$ cat config.mk
export PLATFORM = sky130hd
export DESIGN_NAME = collatz_datapath
export DESIGN_NICKNAME = d
export VERILOG_FILES = /design/src/rtl/collatz_datapath.sv
export SDC_FILE = /design/constraint.sdc
export NUM_CORES = 1
export LEC_CHECK = 0
export ABC_AREA = 1
export CORE_MARGIN = 2
export CORE_UTILIZATION = 45
export DETAILED_ROUTE_END_ITERATION = 16
export PLACE_DENSITY = 0.7
export SETUP_SLACK_MARGIN = 0.05
export SYNTH_ARGS = -nofsm -noshare
export SYNTH_HDL_FRONTEND = slang
export SYNTH_SLANG_ARGS = --single-unit
$ cat constraint.sdc
create_clock -name clk -period 2.4 [get_ports clk]
set_input_delay 0.24 -clock clk [delete_from_list [all_inputs] [get_ports clk]]
set_output_delay 0.24 -clock clk [all_outputs]
set_load 0.03 [all_outputs]
$ cat src/rtl/collatz_datapath.sv
`timescale 1ns/1ps
`default_nettype none
// ============================================================================
// Module      : collatz_datapath
// Description : Datapath for the Collatz sequencer. Holds the working value X
//               and scratch register T and performs load, X+T+1 and halve
//               operations under controller strobes sel/wen/fs1/fs0. Returns
//               the combinational status bits one/x0 and a sticky overflow
//               flag. Optional step counter and peak tracker are built only
//               when the macro COLLATZ_STATS_EN is defined; otherwise steps
//               and peak are tied to zero.
// Revision    : 1.0 - initial release
// ============================================================================
module collatz_datapath #(
    parameter int W = 16
) (
    input  logic         clk,
    input  logic         reset,
    input  logic [W-1:0] start_val,
    input  logic         sel,
    input  logic         wen,
    input  logic         fs1,
    input  logic         fs0,
    output logic         one,
    output logic         x0,
    output logic [W-1:0] x,
    output logic [15:0]  steps,
    output logic [W-1:0] peak,
    output logic         ovf
);

    localparam logic [1:0]  c_FS_ADD    = 2'b01;
    localparam logic [1:0]  c_FS_SHR    = 2'b10;
    localparam logic [15:0] c_STEPS_MAX = 16'hFFFF;

    logic [W-1:0] r_x;
    logic [W-1:0] r_t;
    logic         r_ovf;

    logic [1:0]   w_fs;
    logic [W-1:0] w_d;
    logic [W:0]   w_sum;
    logic [W-1:0] w_x_next;
    logic         w_add;
    logic         w_shr;

    assign w_fs  = {fs1, fs0};
    assign w_add = sel && (w_fs == c_FS_ADD);
    assign w_shr = sel && (w_fs == c_FS_SHR);

    // Operand bus feeds the status bits directly so the seed parity is
    // visible to the controller in the cycle the seed is presented.
    assign w_d = sel ? r_x : start_val;
    assign one = (w_d == {{(W-1){1'b0}}, 1'b1});
    assign x0  = w_d[0];

    // Carry-out of the add lands in w_sum[W] and feeds the overflow flag.
    assign w_sum = {1'b0, r_x} + {1'b0, r_t} + {{W{1'b0}}, 1'b1};

    // Next value of X for the non-reset case; holds when fs is 00 or 11.
    always_comb begin
        w_x_next = r_x;
        if (!sel) begin
            w_x_next = start_val;
        end else if (w_add) begin
            w_x_next = w_sum[W-1:0];
        end else if (w_shr) begin
            w_x_next = {1'b0, r_x[W-1:1]};
        end
    end

    // X, T and sticky overflow; reset still honours wen because the
    // controller issues its first odd-case T load in the reset cycle.
    always_ff @(posedge clk) begin
        if (reset) begin
            r_x   <= start_val;
            r_t   <= wen ? {start_val[W-2:0], 1'b0} : '0;
            r_ovf <= wen & start_val[W-1];
        end else begin
            r_x <= w_x_next;
            if (wen) begin
                r_t <= {w_d[W-2:0], 1'b0};
            end
            if ((wen && w_d[W-1]) || (w_add && w_sum[W])) begin
                r_ovf <= 1'b1;
            end
        end
    end

    assign x   = r_x;
    assign ovf = r_ovf;

`ifdef COLLATZ_STATS_EN
    logic [15:0]  r_steps;
    logic [W-1:0] r_peak;
    logic         w_x_wr;

    // Any cycle that actually rewrites X can raise the peak.
    assign w_x_wr = !sel || w_add || w_shr;

    // Step counter saturates instead of wrapping; peak tracks the max of X.
    always_ff @(posedge clk) begin
        if (reset) begin
            r_steps <= '0;
            r_peak  <= start_val;
        end else begin
            if ((w_add || w_shr) && (r_steps != c_STEPS_MAX)) begin
                r_steps <= r_steps + 16'd1;
            end
            if (w_x_wr && (w_x_next > r_peak)) begin
                r_peak <= w_x_next;
            end
        end
    end

    assign steps = r_steps;
    assign peak  = r_peak;
`else
    assign steps = '0;
    assign peak  = '0;
`endif

endmodule
`default_nettype wire

### Yosys cells after proc, flatten, opt, wreduce, memory -nomap -nowiden

Cells that the tools add are included.

* reductions and logical operators: 7
* bitwise gates (word level): 1
* eq/ne operators: 4
* add/sub/neg operators: 2
* multiplexer cells: 10

Operators with widths (count)
* two-way mux 16 bit: 8
* adder 16 x 16 -> 17 bit: 1
* adder 17 x 1 -> 17 bit, second input constant: 1
* == test 16 x 1 -> 1 bit, second input constant: 1
* logical AND 1 bit: 4
* inequality test 4 x 2 -> 1 bit, second input constant: 1
* nonzero test 2 bit: 2
* == test 2 x 1 -> 1 bit, second input constant: 1
* == test 2 bit, second input constant: 1
* two-way mux 1 bit: 2
* AND 1 bit: 1
* logical OR 1 bit: 1

* register bits: 33
* output and inout port bits: 51

### Depth between registers and ports, before layout

Gate-level depths: netlist of run 1.

* depth after elaboration: 6
* mapped depth: 12
* mapped depth without buffers: 12

### Least setup slack after synthesis of run 1

No wires, ideal clock.

* path kind: flip-flop to flip-flop
* start point: register r_x[0], in the netlist x[0]
* end point: register r_x[8], in the netlist x[8], data pin
* path buffers: 0
* clock period less this slack: 1.981 ns
* stages on the path, launching flop included: 9
* slack: 0.419 ns
* data arrival time: 1.723 ns
* path through: edfxtp_1 fa_1 nand3_1 nand3_1 nand2_1 nand2_1 xor2_1 o21ai_0 nand2_1

* longest elaborated chain between the ends: 5

Ends and longest elaborated chain
* from (decl): line 36 `logic [W-1:0] r_x;`
* from (signal assigned): line 76 `r_x <= start_val;`
* from (signal assigned): line 80 `r_x <= w_x_next;`
* adder 16 x 16 -> 17 bit: line 58 `assign w_sum = {1'b0, r_x} + {1'b0, r_t} + {{W{1'b0}}, 1'b1};`
* adder 17 x 1 -> 17 bit: line 58
* two-way mux 16 bit: line 65 `end else if (w_add) begin`
* two-way mux 16 bit: line 63 `if (!sel) begin`
* two-way mux 16 bit: line 75 `if (reset) begin`

No other way between the ends.
A chain may end at the register's enable or synchronous reset.

### Final worst setup path of run 1

* start point: register r_x[1], in the netlist x[1]
* end point: register r_x[12], in the netlist x[12], data pin

Same word-level chain as after synthesis.

==> flow_summary.yaml, run 1 <==
run_status:
  status: "completed"
pwr:
  cellLeakagePower_nw: 1.792
  power.share.switching_pct: 38.68
  power_frac_comb_pct: 40.6
  pwr-share-clk_pct: 24.5
  p_int_w: 0.001281
  powerDensity_nw_per_um2: 600.5
  p_seq_share_pct: 35.0
  power.switching_w: 0.0008083
  peakVddDrop_v: 0.0003532
setup_path:
  path_cells: "fa_1, nand3_1, nand3_1, nand3_1, nand3_1, nand2_1, nand3_1, nand2_1, nand2_1"
  cp_max_fo: 5
  worstSetupPathType: "flop to flop"
  rrSetupSlack_ns: 0.29
  path_buf_inv: 0
  cp_top_family: "simple AND/OR/NAND/NOR gates"
  r2r-end: "x[12]$_DFFE_PP_"
  cp.depth: 9
  cp_slowest_cell: "fa_1"
  startpoint_type: "flop"
  rr_startpoint: "x[1]$_DFFE_PP_"
  timing.critical_path.mode_cell: "nand3_1"
  crit_start: "x[1]$_DFFE_PP_"
  max_stage_delay_ns: 0.52
  r2r_cells: 9
  crit_required_ns: 2.44
  arrival_ns: 2.16
  cp-end-kind: "flop"
die:
  die_h_um: 85.74
  start_util_pct: 46.81
  rows: 29
  ios: 73
  coreArea_um2: 6422
  die_w_um: 85.74
  die-area_um2: 7351
timing:
  whs_ns: 0.6170
  fin_skew_ns: 0.006223
  fin_tns_setup_ns: 0
  setup_viol: 0
  fmax_mhz: 473.4
  rsz0062_at_grt: "no"
  fin_crit_sh_pct: 88.01
  period_minus_slack_ns: 2.112
  final-hold-violation-count: 0
  slew_viol_final: 0
logic_synthesis:
  synthCells: 448
  yosysSeqAreaShare_pct: 31.96
  ys_ff_latch: 32
  avgSynthCellArea_um2: 6.711
  yosys.area_share.simple_pct: 32.33
  synth_compound_area_share_pct: 8.864
  yosysWarnings: 0
  synth_top_family_by_area: "simple AND/OR/NAND/NOR gates"
  syn_area_um2: 3007
  synth.area.mux_share_pct: 0
  synth.distinct_cells: 30
  yosys.area_share.xor_xnor_pct: 1.457
  synth_fa_ha_area_share_pct: 6.908
place:
  gp_congestion: 0.8446
  place_inst: 561
  dp_hpwl_um: 6111
  place_area_um2: 3371
  io_buffers: 40
cells_and_area:
  fin_cells: 569
  final_util_pct: 54.18
  syn_to_final_growth_pct: 15.73
  final_layout_size_suffix_gt1_share_pct: 4.268
  final_area_um2: 3480
  num_antenna_cells: 0
  fin_nets: 529
  nFillCells: 646
clock_tree:
  path_clk_slew_ns: 0.07
  cts_tree: "built"
  cts_setup_buffers: 0
  cts_buffers: 5
  ctsRootBufferMaster: "clkbuf_8"
  postCtsResizedCells: 0
  clkSinkCount: 32
  htree_levels: 2
  holdBufCountCts: 0
  clockBufferDepth: 2
  worstSkewPairLatency_ns: 0.28
flow_run:
  drv_cap: 0
drt:
  detail_route.wl_per_cell_um: 13.66
  vias_per_cell: 5.084
  drc: 0
  drtIter0Drc: 126
  antenna_left: 0
  routed_wl_um: 7771
  drt_first_pass_iters: 7
  num_vias: 2893
worst_hold_path:
  min_to: "r_t[7]$_DFFE_PP_"
  holdCritPathClass: "input port to flop"
  hold_start: "sel"
  min_path_cells: 5
global_routing:
  grt.total_usage_pct: 21.32
  grt_pass1_vias: 2684
  overflow: 0
  grt_pass1_wl_um: 12470
  grt_max_degree: 29
  antenna_found_initial: 0
-- power groups by stage --
stage               logic [W]  clock network (W)  registers, W
floorplan            0.000576                  0      0.000793
global placement     0.000835                  0      0.000742
detailed placement   0.000840                  0      0.000742
CTS                  0.000844           0.000510      0.000731
global route         0.000942           0.000531      0.000738
finish               0.000848           0.000511      0.000730
-- placed cells by master (no fill, tap or decap) --
master and n:
nor2_1 19, nor4_1 4, clkdlybuf4s50_1 38, buf_4 10, fa_1 1, dlymetal6s2s_1 1, clkinv_1 3, ha_1 15
edfxtp_1 32, bufinv_16 1, nand2_1 163, inv_1 59, o21a_1 1, clkbuf_8 5, a311oi_1 1, a21oi_1 25
or2_2 1, o21ai_1 4, nor3_1 2, inv_2 1, nand3b_1 1, inv_6 1, nand3_1 42, xor2_1 5
conb_1 32, o21ai_0 21, nand2_2 1, nand4_1 2, nor2_4 1
-- flip-flops by register name, summed over array words and instances, names as in the netlist --
| register | flops |
|---|---|
| ovf | 1 |
| r_t | 15 |
| x | 16 |
-- logic make-up (layout without fill, tap and decap cells) --
logic type                 count (synthesis)  in the layout
and+or+nand+nor                          236            236
buffers and inverters                    106            119
AOI/OAI and AO/OA                         52             52
DFF                                       32             32
adders and majority gates                 16             16
xor gates and xnor gates                   5              5
other                                      1             32
-- through the flow --
step	total power, W	worst slack [ns]
floorplan	0.001370	0.4193
global route	0.002211	0.09743
detailed placement	0.001582	0.1489
global placement	0.001578	0.1849
CTS	0.002085	0.1376
finish	0.002089	0.2877
-- cell type report --
| type | instances | area [um^2] | share of cell area [%] |
|---|---|---|---|
| repair buffers | 49 | 467.9 | 13.45 |
| clock buffers | 5 | 68.82 | 1.978 |
| well taps | 77 | 96.34 | 2.769 |
| flip-flops and latches | 32 | 960.9 | 27.62 |
| inverters | 62 | 237.7 | 6.832 |
| multi-input cells | 341 | 1610 | 46.28 |
| clock inverters | 3 | 37.54 | 1.079 |
-- synth_stat cells --
cell	number	share of area, %
a21oi_1	25	4.2
a311oi_1	1	0.29
buf_1	2	0.25
buf_2	2	0.33
buf_4	32	8.0
buf_6	2	0.75
buf_8	1	0.50
clkbuf_1	5	0.62
clkinv_1	1	0.12
conb_1	1	0.12
edfxtp_1	32	32
fa_1	1	0.67
ha_1	15	6.2
inv_1	59	7.4
inv_2	1	0.12
inv_6	1	0.29
nand2_1	163	20
nand2_2	1	0.21
nand3_1	42	7.0
nand3b_1	1	0.25
nand4_1	2	0.42
nor2_1	19	2.4
nor2_4	1	0.37
nor3_1	2	0.33
nor4_1	4	0.83
o21a_1	1	0.25
o21ai_0	21	3.5
o21ai_1	4	0.67
or2_2	1	0.21
xor2_1	5	1.5
-- how the worst max path moves through the flow --
stage	to
floorplan	x[8]$_DFFE_PP_
global placement	one
detailed placement	one
CTS	one
global route	x[12]$_DFFE_PP_
finish	x[12]$_DFFE_PP_
-- metal layers --
metal	vias to the layer above	routed length [um]	GRT usage, %
li1	1462	-	-
met1	1314	3668	29.56
met2	107	3539	35.87
met3	10	474	2.214
met4	0	88	5.195
met5	-	0	0
-- worst reg2reg max path, stage by stage, from the launching register on --
cell and delay (ns):
edfxtp_1 0.49, fa_1 0.52, nand3_1 0.12, nand3_1 0.15, nand3_1 0.13, nand3_1 0.12
nand2_1 0.08, nand3_1 0.12, nand2_1 0.09, nand2_1 0.04
Note: power is estimated with default switching activity, not from simulation.
==> run 2, diff against run 1 <==
--- a/config.mk
+++ b/config.mk
@@ -8,6 +8,7 @@
 export ABC_AREA = 1
 export CORE_MARGIN = 2
 export CORE_UTILIZATION = 45
+export CTS_CLUSTER_DIAMETER = 50
 export DETAILED_ROUTE_END_ITERATION = 16
 export PLACE_DENSITY = 0.7
 export SETUP_SLACK_MARGIN = 0.05
==> results of run 2 <==
Same layout as run 1: the final DEF is identical, and so are final timing and power.
==> run 3, diff against run 2 <==
--- a/config.mk
+++ b/config.mk
@@ -7,10 +7,10 @@
 export LEC_CHECK = 0
 export ABC_AREA = 1
 export CORE_MARGIN = 2
-export CORE_UTILIZATION = 45
+export CORE_UTILIZATION = 50
 export CTS_CLUSTER_DIAMETER = 50
 export DETAILED_ROUTE_END_ITERATION = 16
-export PLACE_DENSITY = 0.7
+export PLACE_DENSITY = 0.77
 export SETUP_SLACK_MARGIN = 0.05
 export SYNTH_ARGS = -nofsm -noshare
 export SYNTH_HDL_FRONTEND = slang
==> run 3 against run 2 <==
  * Combinational power rose by 0.5%
  * Global-route usage rose by 3.4 points
  * Final cell count fell by 0.35%
  * Fmax rose by 2.3%
  * Sequential power barely moved
  * Critical endpoint unchanged
  * Largest power group unchanged
==> flow_summary.yaml, run 3 (synthesis results as in run 1) <==
setup_path:
  rr_startpoint: "x[1]$_DFFE_PP_"
  arrival_ns: 2.10
  crit_required_ns: 2.44
  cp-end-kind: "flop"
  startpoint_type: "flop"
  rrSetupSlack_ns: 0.33
  worstSetupPathType: "flop to flop"
  r2r-end: "x[12]$_DFFE_PP_"
  cp_max_fo: 5
  r2r_cells: 9
cells_and_area:
  final_util_pct: 59.02
  nFillCells: 568
  largest_reg_flops: 16
  syn_to_final_growth_pct: 14.86
  final-seq-area_um2: 960.9
  fin_nets: 529
  most-common-layout-cells: "nand2_1 (163), inv_1 (59), nand3_1 (42), clkdlybuf4s50_1 (38)"
  multi_input_area_um2: 1610
  num_antenna_cells: 0
  final_common_cell: "nand2_1"
  final_layout_size_suffix_gt1_share_pct: 4.472
drt:
  detail_route.wl_per_cell_um: 13.66
  drtIter0Drc: 200
  routed_wl_um: 7748
  num_vias: 2916
  antenna_left: 0
  vias_per_cell: 5.143
  drc: 0
  drt_first_pass_iters: 5
die:
  start_util_pct: 51.39
  die-area_um2: 6650
  coreArea_um2: 5851
  die_h_um: 81.55
  rows: 28
  die_w_um: 81.55
  ios: 73
clock_tree:
  cts_buffers: 5
  worstSkewPairLatency_ns: 0.28
  htree_levels: 2
  holdBufCountCts: 0
  path_clk_slew_ns: 0.07
  ctsRootBufferMaster: "clkbuf_8"
  clkSinkCount: 32
  cts_tree: "built"
  clockBufferDepth: 2
global_routing:
  grt_max_degree: 29
  overflow: 0
  antenna_found_initial: 0
  grt_pass1_wl_um: 12590
  grt_pass1_vias: 2750
  grt.total_usage_pct: 24.72
run_status:
  status: "completed"
timing:
  final-hold-violation-count: 0
  period_minus_slack_ns: 2.065
  fin_skew_ns: 0.005829
  setup_viol: 0
  fmax_mhz: 484.3
  fin_tns_setup_ns: 0
  rsz0062_at_grt: "no"
  fin_crit_sh_pct: 86.04
  setup_ws_ns: 0.3350
  slew_viol_final: 0
place:
  place_ws_ns: 0.1557
  io_buffers: 40
  dp_hpwl_um: 6024
  gp_congestion: 0.9086
worst_hold_path:
  holdCritPathClass: "input port to flop"
  min_to: "r_t[7]$_DFFE_PP_"
  hold_start: "sel"
  min_path_cells: 5
pwr:
  peakVddDrop_v: 0.0004102
  powerDensity_nw_per_um2: 573.6
  cellLeakagePower_nw: 1.784
flow_run:
  drv_cap: 0
run 3: cell types whose count changed in the layout (fill, tap and decap cells not counted), sizes merged:
cell    previous run  this run
bufinv             1         0
clkinv             3         4
run 3: how the worst max path moves through the flow:
stage,start,end,slack (ns),depth (start not counted)
after floorplan,x[0]$_DFFE_PP_,x[8]$_DFFE_PP_,0.42,8
after global placement,sel,one,0.19,8
after global routing,x[1]$_DFFE_PP_,x[12]$_DFFE_PP_,0.19,9
after CTS,sel,one,0.14,8
final,x[1]$_DFFE_PP_,x[12]$_DFFE_PP_,0.33,9
after detailed placement,sel,one,0.16,8
run 3: cell type report:
cell class	count	area share [%]
Clock buffer	5	1.993
Tap cell	75	2.717
Sequential cell	32	27.83
Timing Repair Buffer	49	13.55
Multi-Input combinational cell	341	46.63
Clock inverter	3	0.3986
Inverter	62	6.884
run 3: layer usage:
layer  wire length [um]  global-route usage [%]  vias to the layer above  part of all wire (%)
met5                  0                       0                        -                     0
met3                472                   3.077                        8                   6.1
met2               3640                   41.39                      126                    47
met4                120                   6.949                        0                   1.5
li1                   -                       -                     1463                     -
met1               3514                   33.59                     1319                    45
run 3: what timing repair did:
action                                  in CTS  in global routing
endpoints found under the setup margin       0                  1
gates resized for setup                      0                  1
buffers inserted                             0                  0
run 3: power breakdown:
part / switching (W) / internal [W]
Clock: 0.000199 / 0.000196
Combinational: 0.000561 / 0.000291
Sequential: 0.0000438 / 0.000689
Total: 0.000804 / 0.00118
run 3: stage by stage:
step / cells / power (W) / cell area [um^2] / hold WS, ns
2_1_floorplan: 479 / 0.001370 / 3123 / 0.4256
3_3_place_gp: 559 / 0.001560 / 3368 / 0.7620
3_5_place_dp: 559 / 0.001580 / 3368 / 0.7673
4_1_cts: 567 / 0.001977 / 3451 / 0.6414
5_1_grt: 567 / 0.002105 / 3453 / 0.6653
6_report: 567 / 0.001981 / 3453 / 0.6294
run 3: worst max-delay path, stage by stage, from the launching register on:
cell and delay [ns]:
edfxtp_1 0.51, fa_1 0.52, nand3_1 0.12, nand3_1 0.15
nand3_1 0.13, nand3_1 0.10, nand2_1 0.07, nand3_1 0.09
nand2_1 0.09, nand2_1 0.05
